## src/rtl/main_control_fsm.sv

```systemverilog
// ---------------------------------------------------------------------------
// main_control_fsm
//
// Multicycle main control unit for the MIPS datapath. Each instruction is
// walked through fetch, decode, execute, memory and write-back states. The
// block drives the datapath mux selects and write enables, and the 2-bit ALU
// operation class used by the ALU control decoder. The decoder's break
// indication is fed back here so that the core can be halted.
//
// Ports
//   clk         in   system clock, rising edge
//   reset       in   asynchronous active-high reset (state FETCH, outputs 0)
//   opcode      in   IR[31:26], meaningful from DECODE onward
//   break_in    in   break from ALU control decoder, looked at only in DECODE
//   zero        in   ALU zero flag, looked at only in BRANCH
//   pc_write    out  PC load enable, already qualified by branch condition
//   i_or_d      out  memory address select (0 PC, 1 ALUOut)
//   mem_write   out  memory write strobe
//   ir_write    out  instruction register load
//   mdr_write   out  memory data register load
//   reg_write   out  register file write
//   reg_dst     out  destination select (0 rt, 1 rd)
//   mem_to_reg  out  write-back source (00 ALUOut, 01 MDR, 10 imm<<16)
//   alu_src_a   out  ALU A select (0 PC, 1 rs)
//   alu_src_b   out  ALU B select (00 rt, 01 4, 10 sext imm, 11 sext imm<<2)
//   alu_op      out  ALU class (00 add, 01 sub, 10 use funct)
//   pc_source   out  PC source (00 ALU result, 01 ALUOut, 10 jump target)
//   halted      out  core stopped by break, held until reset
//   illegal_op  out  unknown opcode trapped, held until reset
//   state       out  current state encoding for debug
//
// Build option
//   ILLEGAL_OP_TRAP_EN : when defined, an unknown opcode in DECODE sends the
//                        machine to TRAP and raises illegal_op. When left
//                        undefined, an unknown opcode simply returns to FETCH
//                        (a 3-cycle NOP) and illegal_op stays 0.
// ---------------------------------------------------------------------------
module main_control_fsm (
    input  logic       clk,
    input  logic       reset,
    input  logic [5:0] opcode,
    input  logic       break_in,
    input  logic       zero,
    output logic       pc_write,
    output logic       i_or_d,
    output logic       mem_write,
    output logic       ir_write,
    output logic       mdr_write,
    output logic       reg_write,
    output logic       reg_dst,
    output logic [1:0] mem_to_reg,
    output logic       alu_src_a,
    output logic [1:0] alu_src_b,
    output logic [1:0] alu_op,
    output logic [1:0] pc_source,
    output logic       halted,
    output logic       illegal_op,
    output logic [3:0] state
);

    typedef enum logic [3:0] {
        S_FETCH      = 4'd0,
        S_FETCH_WAIT = 4'd1,
        S_DECODE     = 4'd2,
        S_MEM_ADDR   = 4'd3,
        S_LW_READ    = 4'd4,
        S_LW_WAIT    = 4'd5,
        S_LW_WB      = 4'd6,
        S_SW_WRITE   = 4'd7,
        S_R_EXEC     = 4'd8,
        S_R_WB       = 4'd9,
        S_BRANCH     = 4'd10,
        S_JUMP       = 4'd11,
        S_LUI_WB     = 4'd12,
        S_HALT       = 4'd13,
        S_TRAP       = 4'd14
    } state_t;

    localparam logic [5:0] OP_R   = 6'h00;
    localparam logic [5:0] OP_LW  = 6'h23;
    localparam logic [5:0] OP_SW  = 6'h2B;
    localparam logic [5:0] OP_BEQ = 6'h04;
    localparam logic [5:0] OP_BNE = 6'h05;
    localparam logic [5:0] OP_LUI = 6'h0F;
    localparam logic [5:0] OP_J   = 6'h02;

    state_t r_state;
    state_t w_nextState;

    // State register. Reset puts the machine back at FETCH at once, which
    // abandons whatever instruction was in flight.
    always_ff @(posedge clk or posedge reset) begin
        if (reset) begin
            r_state <= S_FETCH;
        end else begin
            r_state <= w_nextState;
        end
    end

    // Next-state logic. In DECODE a break on an R-type opcode wins over
    // normal dispatch; a break seen with any other opcode is ignored.
    always_comb begin
        w_nextState = S_FETCH;
        case (r_state)
            S_FETCH:      w_nextState = S_FETCH_WAIT;
            S_FETCH_WAIT: w_nextState = S_DECODE;
            S_DECODE: begin
                if (break_in && (opcode == OP_R)) begin
                    w_nextState = S_HALT;
                end else begin
                    case (opcode)
                        OP_R:           w_nextState = S_R_EXEC;
                        OP_LW, OP_SW:   w_nextState = S_MEM_ADDR;
                        OP_BEQ, OP_BNE: w_nextState = S_BRANCH;
                        OP_J:           w_nextState = S_JUMP;
                        OP_LUI:         w_nextState = S_LUI_WB;
`ifdef ILLEGAL_OP_TRAP_EN
                        default:        w_nextState = S_TRAP;
`else
                        default:        w_nextState = S_FETCH;
`endif
                    endcase
                end
            end
            S_MEM_ADDR:   w_nextState = (opcode == OP_LW) ? S_LW_READ : S_SW_WRITE;
            S_LW_READ:    w_nextState = S_LW_WAIT;
            S_LW_WAIT:    w_nextState = S_LW_WB;
            S_LW_WB:      w_nextState = S_FETCH;
            S_SW_WRITE:   w_nextState = S_FETCH;
            S_R_EXEC:     w_nextState = S_R_WB;
            S_R_WB:       w_nextState = S_FETCH;
            S_BRANCH:     w_nextState = S_FETCH;
            S_JUMP:       w_nextState = S_FETCH;
            S_LUI_WB:     w_nextState = S_FETCH;
            S_HALT:       w_nextState = S_HALT;
`ifdef ILLEGAL_OP_TRAP_EN
            S_TRAP:       w_nextState = S_TRAP;
`endif
            default:      w_nextState = S_FETCH;
        endcase
    end

    // Output decode from the registered state. While reset is held every
    // output is forced low, which matters because the reset state (FETCH)
    // would otherwise assert pc_write. In BRANCH, pc_write follows zero for
    // beq and its inverse for bne; opcode bit 0 tells them apart.
    always_comb begin
        pc_write   = 1'b0;
        i_or_d     = 1'b0;
        mem_write  = 1'b0;
        ir_write   = 1'b0;
        mdr_write  = 1'b0;
        reg_write  = 1'b0;
        reg_dst    = 1'b0;
        mem_to_reg = 2'b00;
        alu_src_a  = 1'b0;
        alu_src_b  = 2'b00;
        alu_op     = 2'b00;
        pc_source  = 2'b00;
        halted     = 1'b0;
        illegal_op = 1'b0;
        if (!reset) begin
            case (r_state)
                S_FETCH: begin
                    alu_src_b = 2'b01;
                    pc_write  = 1'b1;
                end
                S_FETCH_WAIT: begin
                    ir_write = 1'b1;
                end
                S_DECODE: begin
                    alu_src_b = 2'b11;
                end
                S_MEM_ADDR: begin
                    alu_src_a = 1'b1;
                    alu_src_b = 2'b10;
                end
                S_LW_READ: begin
                    i_or_d = 1'b1;
                end
                S_LW_WAIT: begin
                    i_or_d    = 1'b1;
                    mdr_write = 1'b1;
                end
                S_LW_WB: begin
                    reg_write  = 1'b1;
                    mem_to_reg = 2'b01;
                end
                S_SW_WRITE: begin
                    i_or_d    = 1'b1;
                    mem_write = 1'b1;
                end
                S_R_EXEC: begin
                    alu_src_a = 1'b1;
                    alu_op    = 2'b10;
                end
                S_R_WB: begin
                    reg_write = 1'b1;
                    reg_dst   = 1'b1;
                end
                S_BRANCH: begin
                    alu_src_a = 1'b1;
                    alu_op    = 2'b01;
                    pc_source = 2'b01;
                    pc_write  = opcode[0] ? ~zero : zero;
                end
                S_JUMP: begin
                    pc_source = 2'b10;
                    pc_write  = 1'b1;
                end
                S_LUI_WB: begin
                    reg_write  = 1'b1;
                    mem_to_reg = 2'b10;
                end
                S_HALT: begin
                    halted = 1'b1;
                end
`ifdef ILLEGAL_OP_TRAP_EN
                S_TRAP: begin
                    illegal_op = 1'b1;
                end
`endif
                default: begin
                    halted = 1'b0;
                end
            endcase
        end
    end

    assign state = r_state;

endmodule
```

## config.mk

```make
export PLATFORM = sky130hd
export DESIGN_NAME = main_control_fsm
export DESIGN_NICKNAME = d
export VERILOG_FILES = /design/src/rtl/main_control_fsm.sv
export SDC_FILE = /design/constraint.sdc
export NUM_CORES = 1
export LEC_CHECK = 0
export BUFFER_PORTS_ARGS = -buffer_cell sky130_fd_sc_hd__buf_2
export CORE_UTILIZATION = 40
export CTS_CLUSTER_SIZE = 25
export DETAILED_ROUTE_END_ITERATION = 10
export PLACE_DENSITY = 0.8
export SYNTH_ARGS = -nofsm -noshare
export SYNTH_HDL_FRONTEND = slang
export SYNTH_SLANG_ARGS = --single-unit
export TNS_END_PERCENT = 100
```

## constraint.sdc

```tcl
create_clock -name clk -period 1.3 [get_ports clk]
set_clock_uncertainty 0.05 [all_clocks]
set_input_delay 0 -clock clk [delete_from_list [all_inputs] [get_ports clk]]
set_output_delay 0 -clock clk [all_outputs]
set_load 0.03 [all_outputs]
```

==> results of run 1 <==
==> through the flow <==
step / setup WS [ns] / hold slack [ns] / cell area, um^2 / util, % / setup TNS [ns]
2_1_floorplan: -0.0343 / 0.145 / 756 / - / -0.119
3_3_place_gp: 0.0576 / 0.0136 / 937 / 71.1 / 0
3_5_place_dp: 0.0101 / 0.0265 / 937 / 71.1 / 0
4_1_cts: -0.0862 / 0.0986 / 1230 / 93.4 / -0.792
==> cell usage after synthesis (all sizes together) <==
cell type and number:
mux2i 1, nand4 1, a31oi 1, nand2b 5, nor3b 1, o21ai 4, a22oi 1, o21a 1
buf 7, mux2 1, o32a 1, conb 1, a21oi 7, dfrtp 4, nand4b 3, nor4 4
o211a 1, o41ai 1, inv 2, o211ai 1, nand2 6, nand3 1, nor2 18, o31ai 2
xnor2 1, clkbuf 2, a32o 1, nor3 7
==> cells by family after synthesis <==
group | Yosys count
other cells | 1
compound gates | 21
mux | 2
xor+xnor | 1
simple gates | 46
buf+inv | 11
flops | 4
==> repair_timing <==
item / in CTS
buffers inserted: 14
pin swaps: 4
gates resized for setup: 40
hold buffers: 1
endpoints found under the setup margin: 17
hold endpoints to repair: 4
==> implementation parameters, run 1 <==
Parameter                              Value

Clock network
  Number of clock sinks ... 4
  CTS buffer count ... 3
  H-tree levels ... 1
  Deepest clock path buffer count ... 2
  Clock tree root driver cell ... sky130_fd_sc_hd__clkbuf_4

Logic synthesis
  Ranking of synthesized cells by area ... sky130_fd_sc_hd__dfrtp_1, sky130_fd_sc_hd__nor2_1, sky130_fd_sc_hd__a21oi_1
  Main combinational cell family by area after synthesis ... simple AND/OR/NAND/NOR gates
  Total standard cell area after synthesis ... 573 um^2
  Number of synthesis warnings ... 0
  Largest area contributor in the netlist ... sky130_fd_sc_hd__dfrtp_1
  Multiplexer fraction of the synthesized cell area ... 3.71%
  Cell variety after synth ... 35
  Number of synthesized register bits ... 4
  Fraction of the yosys area taken by sequential cells ... 17.5%
  Synthesized instance count ... 86
  Compound-cell area share of the yosys netlist ... 24.9%
  Adder and majority cell fraction of the synthesized area ... 0%
  Simple-Gate Fraction of Synth Area ... 42.8%
  Share of the synthesized area in the top cell type ... 17.5%
  Xor and xnor fraction of the mapped netlist area ... 1.53%
  Synthesized area per cell ... 6.66 um^2
  Number of nets produced by synthesis ... 96

Placed design
  Estimated wirelength of the detail-placed design ... 1560 um
  GP Congestion ... 0.860
  Number of cells in the design after placement ... 132
  Port bufs ... 30

Outcome
  Outcome ... stopped before the end
  Error message ... [ERROR DPL-0038] Utilization greater than 100%, impossible to legalize
  Exit stage ... global routing (5_1_grt)

Die
  X dimension of the die ... 39.9 um
  Die H ... 39.9 um
  Initial core utilization ... 43.5%
  Num ports ... 32
  Total number of placement rows ... 13

Global route
  Maximum number of pins on one net before global-route repair ... 11

Timing
  Endpoint pin with the least setup slack after global-route repair ... reg_write
  Kind of pin the worst path terminates on ... output port
==> run 2: changes to the inputs <==
CORE_AREA = 2 2 63 65   (was not set)
CORE_UTILIZATION = not set   (was 40)
CTS_CLUSTER_SIZE = not set   (was 25)
DIE_AREA = 0 0 65 67   (was not set)
PLACE_DENSITY = not set   (was 0.8)
PLACE_DENSITY_LB_ADDON = 0.15   (was not set)
==> run 2 against run 1 <==
  * The flow now finishes, with violations (negative setup slack)
  * Area after synthesis unchanged
  * Synthesized cell count unchanged
==> implementation parameters, run 2 <==
Parameter                              Value

Cells and area
  Cell Count, Final, Fillers Out ... 182
  Summed area of non-filler cells in the final layout ... 1340 um^2
  Number of fillers in the final layout ... 386
  Final Net Count ... 146
  Seq. cell area ... 105 um^2
  Top library cells by usage in the layout, fill and taps aside ... sky130_fd_sc_hd__buf_6, sky130_fd_sc_hd__buf_4, sky130_fd_sc_hd__buf_2, sky130_fd_sc_hd__nor2_4, sky130_fd_sc_hd__nor2_1
  Number of flip-flops under the largest register name ... 4
  Total inserted antenna cells ... 0
  Ratio of cells with drive above 1 in the final layout ... 70.9%
  Area of combinational cells with multiple inputs ... 649 um^2
  Area growth from synthesis to layout ... 133%

Logic synthesis
  Number of nets produced by synthesis ... 96 (unchanged)
  Synthesized instance count ... 86 (unchanged)
  Commonest cells in the synthesized netlist ... sky130_fd_sc_hd__nor2_1, sky130_fd_sc_hd__a21oi_1, sky130_fd_sc_hd__nand2_1, sky130_fd_sc_hd__nor3_1, sky130_fd_sc_hd__buf_2
  Number of enable flip-flop cells after synthesis ... 0 (unchanged)
  Synthesized area per cell ... 6.66 um^2 (unchanged)
  Total standard cell area after synthesis ... 573 um^2 (unchanged)
  Fraction of the yosys area taken by sequential cells ... 17.5% (unchanged)
  Ranking of synthesized cells by area ... sky130_fd_sc_hd__dfrtp_1, sky130_fd_sc_hd__nor2_1, sky130_fd_sc_hd__a21oi_1
  Prevailing post-synth register cell ... sky130_fd_sc_hd__dfrtp_1
  Number of synthesis warnings ... 0 (unchanged)
  Number of synthesized register bits ... 4 (unchanged)
  Count leader, synth ... sky130_fd_sc_hd__nor2_1
  Share of the synthesized area in the top cell type ... 17.5% (unchanged)
  Cell variety after synth ... 35 (unchanged)
  Largest area contributor in the netlist ... sky130_fd_sc_hd__dfrtp_1
  Proportion of register bits with asynchronous set or reset after synthesis ... 100% (unchanged)

Clock network
  Deepest clock path buffer count ... 2 (unchanged)
  Clock tree root driver cell ... sky130_fd_sc_hd__clkbuf_8
  CTS clock-pin slew for the worst setup and hold paths ... 0.03 ns
  TritonCTS clock tree ... done
  CTS buffer count ... 3 (unchanged)
  Worst skew pair latency ... 0.22 ns
  Number of clock sinks ... 4 (unchanged)
  H-tree levels ... 1 (unchanged)

Timing
  Clock period minus final worst setup slack ... 1.36 ns
  Number of pins exceeding their max-slew limit in the final report ... 0
  Post-route fraction of the period consumed by the critical path ... 104%
  Worst hold slack ... 0.121 ns
  Worst setup margin ... -0.0560 ns
  Achievable frequency ... 0.737 GHz
  Setup TNS Final ... -0.372 ns
  Final hold violations ... 0
  Total setup violations reported at the end of the flow ... 12
  RSZ-0062 raised after global routing ... yes

Pwr
  Pwr/cell area ... 1900 nW/um^2
  Leakage Power ... 0.542 nW
  Highest ir drop seen on vdd ... 541 uV

Min path
  Worst min-delay path endpoint ... state[3]
  Hold Crit Class ... input port to flop
  Cell count of the worst hold path ... 4
  Hold Crit Start ... opcode[5]

Worst setup path
  Element type at the critical path end ... output port
  Critical Path Max Stage Delay ... 0.46 ns
  Class of the most critical setup path ... flop to output port
  Length in cells of the worst reg-to-reg path ... 3
  Most Frequent Cell on Critical Path ... sky130_fd_sc_hd__a21oi_2
  CP max stage cell ... sky130_fd_sc_hd__dfrtp_2
  Max Fanout on Critical Path ... 7
  Worst endpoint data arrival time ... 1.31 ns
  R2r setup slk ... 0.03 ns
  Startpoint types ... flop
  Ordered list of cells on the worst path ... nand2b_4, a21oi_2, a21oi_2, nor2_4, buf_6
  Worst flop-to-flop path startpoint ... state[3]
  Worst reg2reg endpoint ... state[0]
  Critical Path RT ... 1.25 ns

Global route
  Maximum number of pins on one net before global-route repair ... 10
  Global-route wire length before repair ... 3830 um
  Global router's overall resource usage ... 11.3%
  Vias in the first global route ... 847
  Residual overflow from global routing ... 0
  Initial antenna violation count ... 0

Run
  Maxcap violations ... 0

Routing
  Number of vias after detailed routing ... 786
  Wirelength per Cell ... 12.3 um
  Average vias per placed instance ... 4.32
  Post-Route WL ... 2230 um
  Wire length on met3 ... 76 um
  Met2 WL ... 1120 um
  Sum of routed wire segments on met1 ... 1010 um
  Number of DRC markers in iteration 0 ... 16
  Post-route DRC violation count ... 0
  Highest signal layer in the routed design ... met4
  Post-route ant nets ... 0
  First-pass DRT Iterations ... 2

Placed design
  Worst slack at placement ... 0.00767 ns (-0.00247 ns)
  Port bufs ... 30 (unchanged)
  Estimated wirelength of the detail-placed design ... 1730 um (+11%)
  Number of cells in the design after placement ... 167 (+27%)
  GP Congestion ... 0.754 (-12%)
  Area of placed instances ... 993 um^2 (+6.0%)

Die
  Area of the die ... 4360 um^2
  X dimension of the die ... 65 um (+63%)
  Total number of placement rows ... 22 (+9)
  Standard cell core area ... 3610 um^2
  Die H ... 67 um (+68%)
  Initial core utilization ... 15.9% (-28 points)
  Num ports ... 32 (unchanged)

Outcome
  Outcome ... finished, violations left
  Failing checks ... negative setup slack
## run 2: per-layer routing
layer	track usage, %	vias up
met5	0	-
met2	19.5	22
met1	14.1	355
li1	-	407
met3	1.18	2
met4	4.79	0
## run 2: timing repair
action / CTS / global route
gates resized for setup: 51 / 6
setup buffers: 10 / 1
hold buffers: 1 / 0
endpoints found under the setup margin: 17 / 18
hold endpoints to repair: 4 / 0
pin swaps: 8 / 3
## run 2: worst max-delay path by stage
stage	from	end	slack (ns)
final	state[3]	reg_write	-0.06
after global routing	state[1]	reg_write	-0.10
after CTS	state[3]	i_or_d	-0.06
after detailed placement	state[2]	i_or_d	0.008
after global placement	state[2]	i_or_d	0.01
after floorplan	state[2]	ir_write	-0.03
## run 2: cell families (layout without fill, tap and decap cells)
| family | count (synthesis) | after routing | share of synthesized area (%) |
|---|---|---|---|
| buf+inv | 11 | 59 | 8.95 |
| mux | 2 | 2 | 3.71 |
| xor+xnor | 1 | 1 | 1.53 |
| flops | 4 | 4 | 17.5 |
| simple gates | 46 | 46 | 42.8 |
| compound gates | 21 | 21 | 24.9 |
| other cells | 1 | 1 | 0.654 |
## run 2: final cells by class
type	count	share of cell area, %
Multi-Input combinational cell	71	48.6
Timing Repair Buffer	54	35.2
Sequential cell	4	7.87
Tap cell	48	4.49
Clock buffer	3	3.09
Inverter	2	0.749
## run 2: power breakdown
part | internal, mW | total [mW] | switching, mW
combinational | 0.927 | 1.98 | 1.06
sequential | 0.184 | 0.298 | 0.114
clock | 0.197 | 0.263 | 0.0654
total | 1.31 | 2.55 | 1.24
## run 2: critical path: cells and delay by family (launching register included)
kind | cells | cell delay [ns]
flip-flops | 1 | 0.46
AND/OR/NAND/NOR | 2 | 0.28
AO/OA/AOI/OAI | 2 | 0.22
buffers and inverters | 1 | 0.13
## run 2: stage by stage
stage / util, % / total power [mW]
final: 37.1 / 2.55
after global routing: 37.1 / 2.70
after CTS: 36.1 / 2.50
after detailed placement: 27.6 / 1.71
after global placement: 27.6 / 1.70
after floorplan: - / 1.32
Power figures use the tool's default switching activity.
==> run 3: changes to the inputs <==
PLACE_DENSITY = 0.4   (was not set)
PLACE_DENSITY_LB_ADDON = not set   (was 0.15)
==> run 3 against run 2 <==
  * The run still ends with negative setup slack left
  * Count of clock-buffer cells in the layout stayed put
  * Clock power is 2% lower
  * Via count is 5.7% higher
  * Core utilization grew 1.3 points
  * Flip-flop and latch count is the same
  * Sequential share of layout area is 0.27 points lower
  * Final area is 3.6% higher
  * Die area stayed put
  * Setup slack worse by 0.023 ns
  * Critical path type unchanged
  * Register-to-register slack better by 0.02 ns
  * Total power grew 3.1%
  * First-iteration DRC count rose by 56%
==> implementation parameters, run 3 (synthesis gave the netlist of run 2 again) <==
Parameter                              Value

Placed design
  Worst slack at placement ... 0.0211 ns (+0.0134 ns)
  Estimated wirelength of the detail-placed design ... 1700 um (-1.7%)
  Port bufs ... 30 (unchanged)
  GP Congestion ... 0.780 (+3.5%)

Worst setup path
  Max Fanout on Critical Path ... 6 (-1)
  Class of the most critical setup path ... flop to output port
  Startpoint types ... flop
  Critical Path RT ... 1.25 ns (about the same)
  Element type at the critical path end ... output port
  Worst endpoint data arrival time ... 1.33 ns (+0.02 ns)

Routing
  Wirelength per Cell ... 12.7 um (+3.9%)
  Post-Route WL ... 2330 um (+4.5%)
  Number of DRC markers in iteration 0 ... 25 (+9)
  Average vias per placed instance ... 4.54 (+5.1%)
  First-pass DRT Iterations ... 4 (+2)
  Post-route ant nets ... 0 (unchanged)
  Post-route DRC violation count ... 0 (unchanged)
  Number of vias after detailed routing ... 831 (+5.7%)

Timing
  Achievable frequency ... 0.725 GHz (-1.7%)
  Post-route fraction of the period consumed by the critical path ... 106% (+1.8 points)
  Worst setup margin ... -0.0790 ns (-0.0230 ns)
  Final hold violations ... 0 (unchanged)
  Total setup violations reported at the end of the flow ... 14 (+2)
  Clock period minus final worst setup slack ... 1.38 ns (+0.0230 ns)
  Number of pins exceeding their max-slew limit in the final report ... 0 (unchanged)
  RSZ-0062 raised after global routing ... yes

Global route
  Vias in the first global route ... 790 (-6.7%)
  Initial antenna violation count ... 0 (unchanged)
  Residual overflow from global routing ... 0 (unchanged)
  Global router's overall resource usage ... 11.5% (+0.21 points)
  Maximum number of pins on one net before global-route repair ... 11 (+1)
  Global-route wire length before repair ... 3710 um (-3.1%)

Clock network
  CTS buffer count ... 3 (unchanged)
  Deepest clock path buffer count ... 2 (unchanged)
  TritonCTS clock tree ... done
  Number of clock sinks ... 4 (unchanged)
  H-tree levels ... 1 (unchanged)
  Clock tree root driver cell ... sky130_fd_sc_hd__clkbuf_8
  Worst skew pair latency ... 0.22 ns (about the same)
  CTS clock-pin slew for the worst setup and hold paths ... 0.03 ns (about the same)

Cells and area
  Most frequent standard cell in the layout excluding fill and tap cells ... sky130_fd_sc_hd__buf_6
  Number of fillers in the final layout ... 381 (-1.3%)
  Total inserted antenna cells ... 0 (unchanged)
  Area growth from synthesis to layout ... 141%
  End-of-flow core utilization ... 38.4% (+1.3 points)
  Number of flip-flops under the largest register name ... 4 (unchanged)
  Top library cells by usage in the layout, fill and taps aside ... sky130_fd_sc_hd__buf_6, sky130_fd_sc_hd__buf_4, sky130_fd_sc_hd__buf_2, sky130_fd_sc_hd__nor2_4, sky130_fd_sc_hd__nor2_1
  Final Net Count ... 147 (+0.68%)
  Ratio of cells with drive above 1 in the final layout ... 74.1% (+3.2 points)

Run
  Maxcap violations ... 0 (unchanged)

Pwr
  Leakage Power ... 0.563 nW (+3.9%)
  Highest ir drop seen on vdd ... 500 uV (-7.5%)
  Pwr/cell area ... 1900 nW/um^2 (-0.41%)

Min path
  Hold Crit Class ... input port to flop

Die
  Area of the die ... 4360 um^2 (unchanged)
  X dimension of the die ... 65 um (unchanged)
  Standard cell core area ... 3610 um^2 (unchanged)
  Total number of placement rows ... 22 (unchanged)
  Num ports ... 32 (unchanged)
  Die H ... 67 um (unchanged)
  Initial core utilization ... 15.9% (unchanged)

Outcome
  Outcome ... finished, violations left
  Failing checks ... negative setup slack
run 3: area by class of cell:
class / count / area, um^2 / area share (%)
Clock buffer: 3 / 41.3 / 2.98
Tap cell: 48 / 60.1 / 4.34
Inverter: 2 / 10.0 / 0.723
Sequential cell: 4 / 105 / 7.59
Multi-Input combinational cell: 71 / 678 / 49.0
Timing Repair Buffer: 55 / 489 / 35.4
run 3: worst max-delay path, stage by stage, from the launching register on:
cell,delay (ns)
sky130_fd_sc_hd__dfrtp_2,0.46
sky130_fd_sc_hd__nand2b_4,0.18
sky130_fd_sc_hd__nor3b_4,0.20
sky130_fd_sc_hd__a21oi_2,0.06
sky130_fd_sc_hd__nor2_4,0.08
sky130_fd_sc_hd__buf_6,0.13
run 3: power breakdown:
group          leakage, nW  switching, mW  internal, mW  total (mW)
sequential          0.0452          0.143         0.184       0.327
combinational        0.496           1.08         0.963        2.04
clock               0.0216         0.0612         0.197       0.258
total                0.563           1.28          1.34        2.62
run 3: worst paths after layout:
check	from	to	slack, ns	cells past startpoint
max in group asynchronous	reset	state[3]	0.63	3
worst min-delay path	break_in	state[1]	0.13	3
min in group asynchronous	reset	state[2]	0.40	3
worst max register to register	state[2]	state[1]	0.05	3
worst max-delay path	state[1]	reg_write	-0.08	5
worst min register to register	state[3]	state[2]	0.65	2
run 3: timing repair:
item | in CTS | in global routing
hold buffers | 1 | 0
hold endpoints to repair | 4 | 0
gates cloned | 0 | 0
endpoints found under the setup margin | 17 | 19
resized for setup | 57 | 9
pin swaps | 11 | 4
buffers inserted | 11 | 2
run 3: per-layer routing:
metal | up-vias | wire, um | global-route usage, %
li1 | 408 | - | -
met1 | 379 | 965 | 13.2
met2 | 35 | 1140 | 19.6
met3 | 9 | 128 | 1.52
met4 | 0 | 95 | 7.98
met5 | - | 0 | 0
run 3: per-stage QoR:
step	cells	hold WS (ns)	area [um^2]	power [mW]	setup TNS, ns
floorplan	86	0.145	756	1.32	-0.119
global placement	166	0.0434	986	1.77	-0.00972
detailed placement	166	0.0394	986	1.75	0
CTS	181	0.133	1330	2.53	-0.416
global route	183	0.162	1380	2.78	-1.19
finish	183	0.129	1380	2.62	-0.437
==> run 4: changes to the inputs <==
--- a/config.mk
+++ b/config.mk
@@ -12,2 +12,3 @@
 export PLACE_DENSITY = 0.4
+export SLEW_MARGIN = 10
 export SYNTH_ARGS = -nofsm -noshare
--- a/constraint.sdc
+++ b/constraint.sdc
@@ -4,2 +4,2 @@
 set_output_delay 0 -clock clk [all_outputs]
-set_load 0.03 [all_outputs]
+set_load 0.05 [all_outputs]
==> run 4 against run 3 <==
  * Worst hold slack better by 0.012 ns
  * Largest cell class unchanged
  * Global-route usage about the same
  * Core utilization up 2.7 points
  * Flip-flop and latch count unchanged
  * Total power up 15%
  * Fmax down 1.8%
  * Register-to-register slack worse by 0.07 ns
  * The run still ends with negative setup slack left
  * Via count up 4.5%
  * Critical path type unchanged
  * Die area unchanged
==> implementation parameters, run 4 (synthesis gave the netlist of run 2 again) <==
Parameter                              Value

Outcome
  Outcome ... finished, violations left
  Failing checks ... negative setup slack

Timing
  Total setup violations reported at the end of the flow ... 12 (-2)
  Achievable frequency ... 0.712 GHz (-1.8%)
  RSZ-0062 raised after global routing ... yes
  Final hold violations ... 0 (unchanged)
  Worst hold slack ... 0.141 ns (+0.0120 ns)
  Setup TNS Final ... -0.567 ns (-0.130 ns)
  Post-route fraction of the period consumed by the critical path ... 108% (+2.0 points)
  Worst setup margin ... -0.105 ns (-0.0256 ns)
  Number of pins exceeding their max-slew limit in the final report ... 0 (unchanged)
  Clock period minus final worst setup slack ... 1.40 ns (+0.0256 ns)

Placed design
  Port bufs ... 30 (unchanged)
  Worst slack at placement ... 0.0144 ns (-0.00666 ns)
  Estimated wirelength of the detail-placed design ... 1740 um (+2.6%)
  Number of cells in the design after placement ... 174 (+4.8%)
  Area of placed instances ... 1100 um^2 (+12%)
  GP Congestion ... 0.783 (+0.32%)

Cells and area
  Area growth from synthesis to layout ... 159%
  End-of-flow core utilization ... 41.1% (+2.7 points)
  Final Net Count ... 153 (+4.1%)
  Number of flip-flops under the largest register name ... 4 (unchanged)
  Most frequent standard cell in the layout excluding fill and tap cells ... sky130_fd_sc_hd__buf_6
  Ratio of cells with drive above 1 in the final layout ... 75.9% (+1.8 points)
  Total inserted antenna cells ... 0 (unchanged)
  Summed area of non-filler cells in the final layout ... 1480 um^2 (+7.1%)
  Cell Count, Final, Fillers Out ... 189 (+3.3%)
  Top library cells by usage in the layout, fill and taps aside ... sky130_fd_sc_hd__buf_6, sky130_fd_sc_hd__buf_4, sky130_fd_sc_hd__buf_2, sky130_fd_sc_hd__nor2_4, sky130_fd_sc_hd__nor2_1

Routing
  Number of vias after detailed routing ... 868 (+4.5%)
  Number of DRC markers in iteration 0 ... 7 (-72%)
  Post-route DRC violation count ... 0 (unchanged)
  Average vias per placed instance ... 4.59 (+1.1%)
  Post-Route WL ... 2330 um (about the same)
  Wirelength per Cell ... 12.3 um (-3.2%)
  Post-route ant nets ... 0 (unchanged)
  First-pass DRT Iterations ... 2 (-2)

Worst setup path
  Element type at the critical path end ... output port
  R2r setup slk ... -0.02 ns (-0.07 ns)
  Class of the most critical setup path ... flop to output port
  Worst endpoint data arrival time ... 1.35 ns (+0.02 ns)
  Length in cells of the worst reg-to-reg path ... 4 (+1)
  Max Fanout on Critical Path ... 4 (-2)
  Worst flop-to-flop path startpoint ... state[3]
  Worst reg2reg endpoint ... state[0]
  Launch point of the critical path ... state[3]
  Startpoint types ... flop
  Critical Path RT ... 1.25 ns (about the same)

Clock network
  TritonCTS clock tree ... done
  Deepest clock path buffer count ... 2 (unchanged)
  CTS clock-pin slew for the worst setup and hold paths ... 0.03 ns (about the same)
  Clock tree root driver cell ... sky130_fd_sc_hd__clkbuf_8
  Worst skew pair latency ... 0.21 ns (about the same)
  CTS buffer count ... 3 (unchanged)
  Number of clock sinks ... 4 (unchanged)
  H-tree levels ... 1 (unchanged)

Min path
  Hold Crit Class ... input port to flop
  Cell count of the worst hold path ... 3 (unchanged)
  Worst min-delay path endpoint ... state[1]
  Hold Crit Start ... break_in

Pwr
  Comb power frac ... 81.4% (+3.7 points)
  Pint ... 1.48 mW (+10%)
  Clk pwr share ... 8.5% (-1.3 points)
  Pwr/cell area ... 2040 nW/um^2 (+7.5%)
  Net Sw Frac ... 50.9% (+2.1 points)
  Leakage Power ... 0.613 nW (+8.9%)
  Switching component of the power ... 1.54 mW (+20%)
  Overall power ... 3.02 mW (+15%)
  Sequential share of power ... 10.2% (-2.2 points)
  Highest ir drop seen on vdd ... 476 uV (-4.8%)

Die
  X dimension of the die ... 65 um (unchanged)
  Total number of placement rows ... 22 (unchanged)
  Die H ... 67 um (unchanged)
  Initial core utilization ... 15.9% (unchanged)
  Standard cell core area ... 3610 um^2 (unchanged)
  Num ports ... 32 (unchanged)
  Area of the die ... 4360 um^2 (unchanged)

Global route
  Initial antenna violation count ... 0 (unchanged)
  Global-route wire length before repair ... 3870 um (+4.3%)
  Global router's overall resource usage ... 11.4% (-0.036 points)
  Maximum number of pins on one net before global-route repair ... 12 (+1)
  Residual overflow from global routing ... 0 (unchanged)
  Vias in the first global route ... 850 (+7.6%)

Run
  Maxcap violations ... 0 (unchanged)
==> run 4: cell count changes in the layout (fill, tap and decap cells not counted), moves of 2 or more <==
cell / change
sky130_fd_sc_hd__buf_4: +4
sky130_fd_sc_hd__a21oi_2: -2
sky130_fd_sc_hd__buf_8: +2
sky130_fd_sc_hd__nand2_4: +2
sky130_fd_sc_hd__nand2b_1: +2
sky130_fd_sc_hd__nand2b_4: -2
sky130_fd_sc_hd__nor3_2: -2
sky130_fd_sc_hd__nor3_4: +2
==> run 4: cell type report <==
type | count | area (um^2)
multi-input cells | 71 | 707
fillers | 379 | 2120
repair buffers | 61 | 556
clock buffers | 3 | 41.3
flip-flops and latches | 4 | 105
inverters | 2 | 12.5
well taps | 48 | 60.1
==> run 4: worst max path at each step <==
stage / end / slack (ns)
final: reg_write / -0.10
after detailed placement: reg_write / 0.01
after global placement: reg_write / 0.03
after floorplan: ir_write / -0.21
after global routing: reg_write / -0.15
after CTS: mem_to_reg[1] / -0.09
==> run 4: power groups by stage <==
stage	combinational, mW	clock, mW	sequential [mW]
2_1_floorplan	1.17	0	0.417
3_3_place_gp	1.82	0	0.307
3_5_place_dp	1.83	0	0.303
4_1_cts	2.21	0.261	0.316
5_1_grt	2.62	0.271	0.318
6_report	2.46	0.255	0.307
==> run 4: repair_timing <==
item                       CTS  global route
gates resized for setup     52            16
buffers inserted             7             4
hold buffers                 1             0
setup endpoints to repair   17            21
hold endpoints to repair     4             0
pin swaps                    9            11
==> run 4: metal layers <==
metal / vias up / wire [um] / global-route usage [%]
met3: 2 / 76 / 1.01
met4: 0 / 22 / 4.79
li1: 419 / - / -
met1: 426 / 998 / 14.1
met2: 21 / 1230 / 20.2
met5: - / 0 / 0
==> run 4: worst max-delay path, cell delays in order (launching register included) <==
cell and delay (ns):
sky130_fd_sc_hd__dfrtp_2 0.43, sky130_fd_sc_hd__nand2b_4 0.20, sky130_fd_sc_hd__a21oi_4 0.16, sky130_fd_sc_hd__a21oi_2 0.08, sky130_fd_sc_hd__nor2_4 0.11, sky130_fd_sc_hd__buf_6 0.16
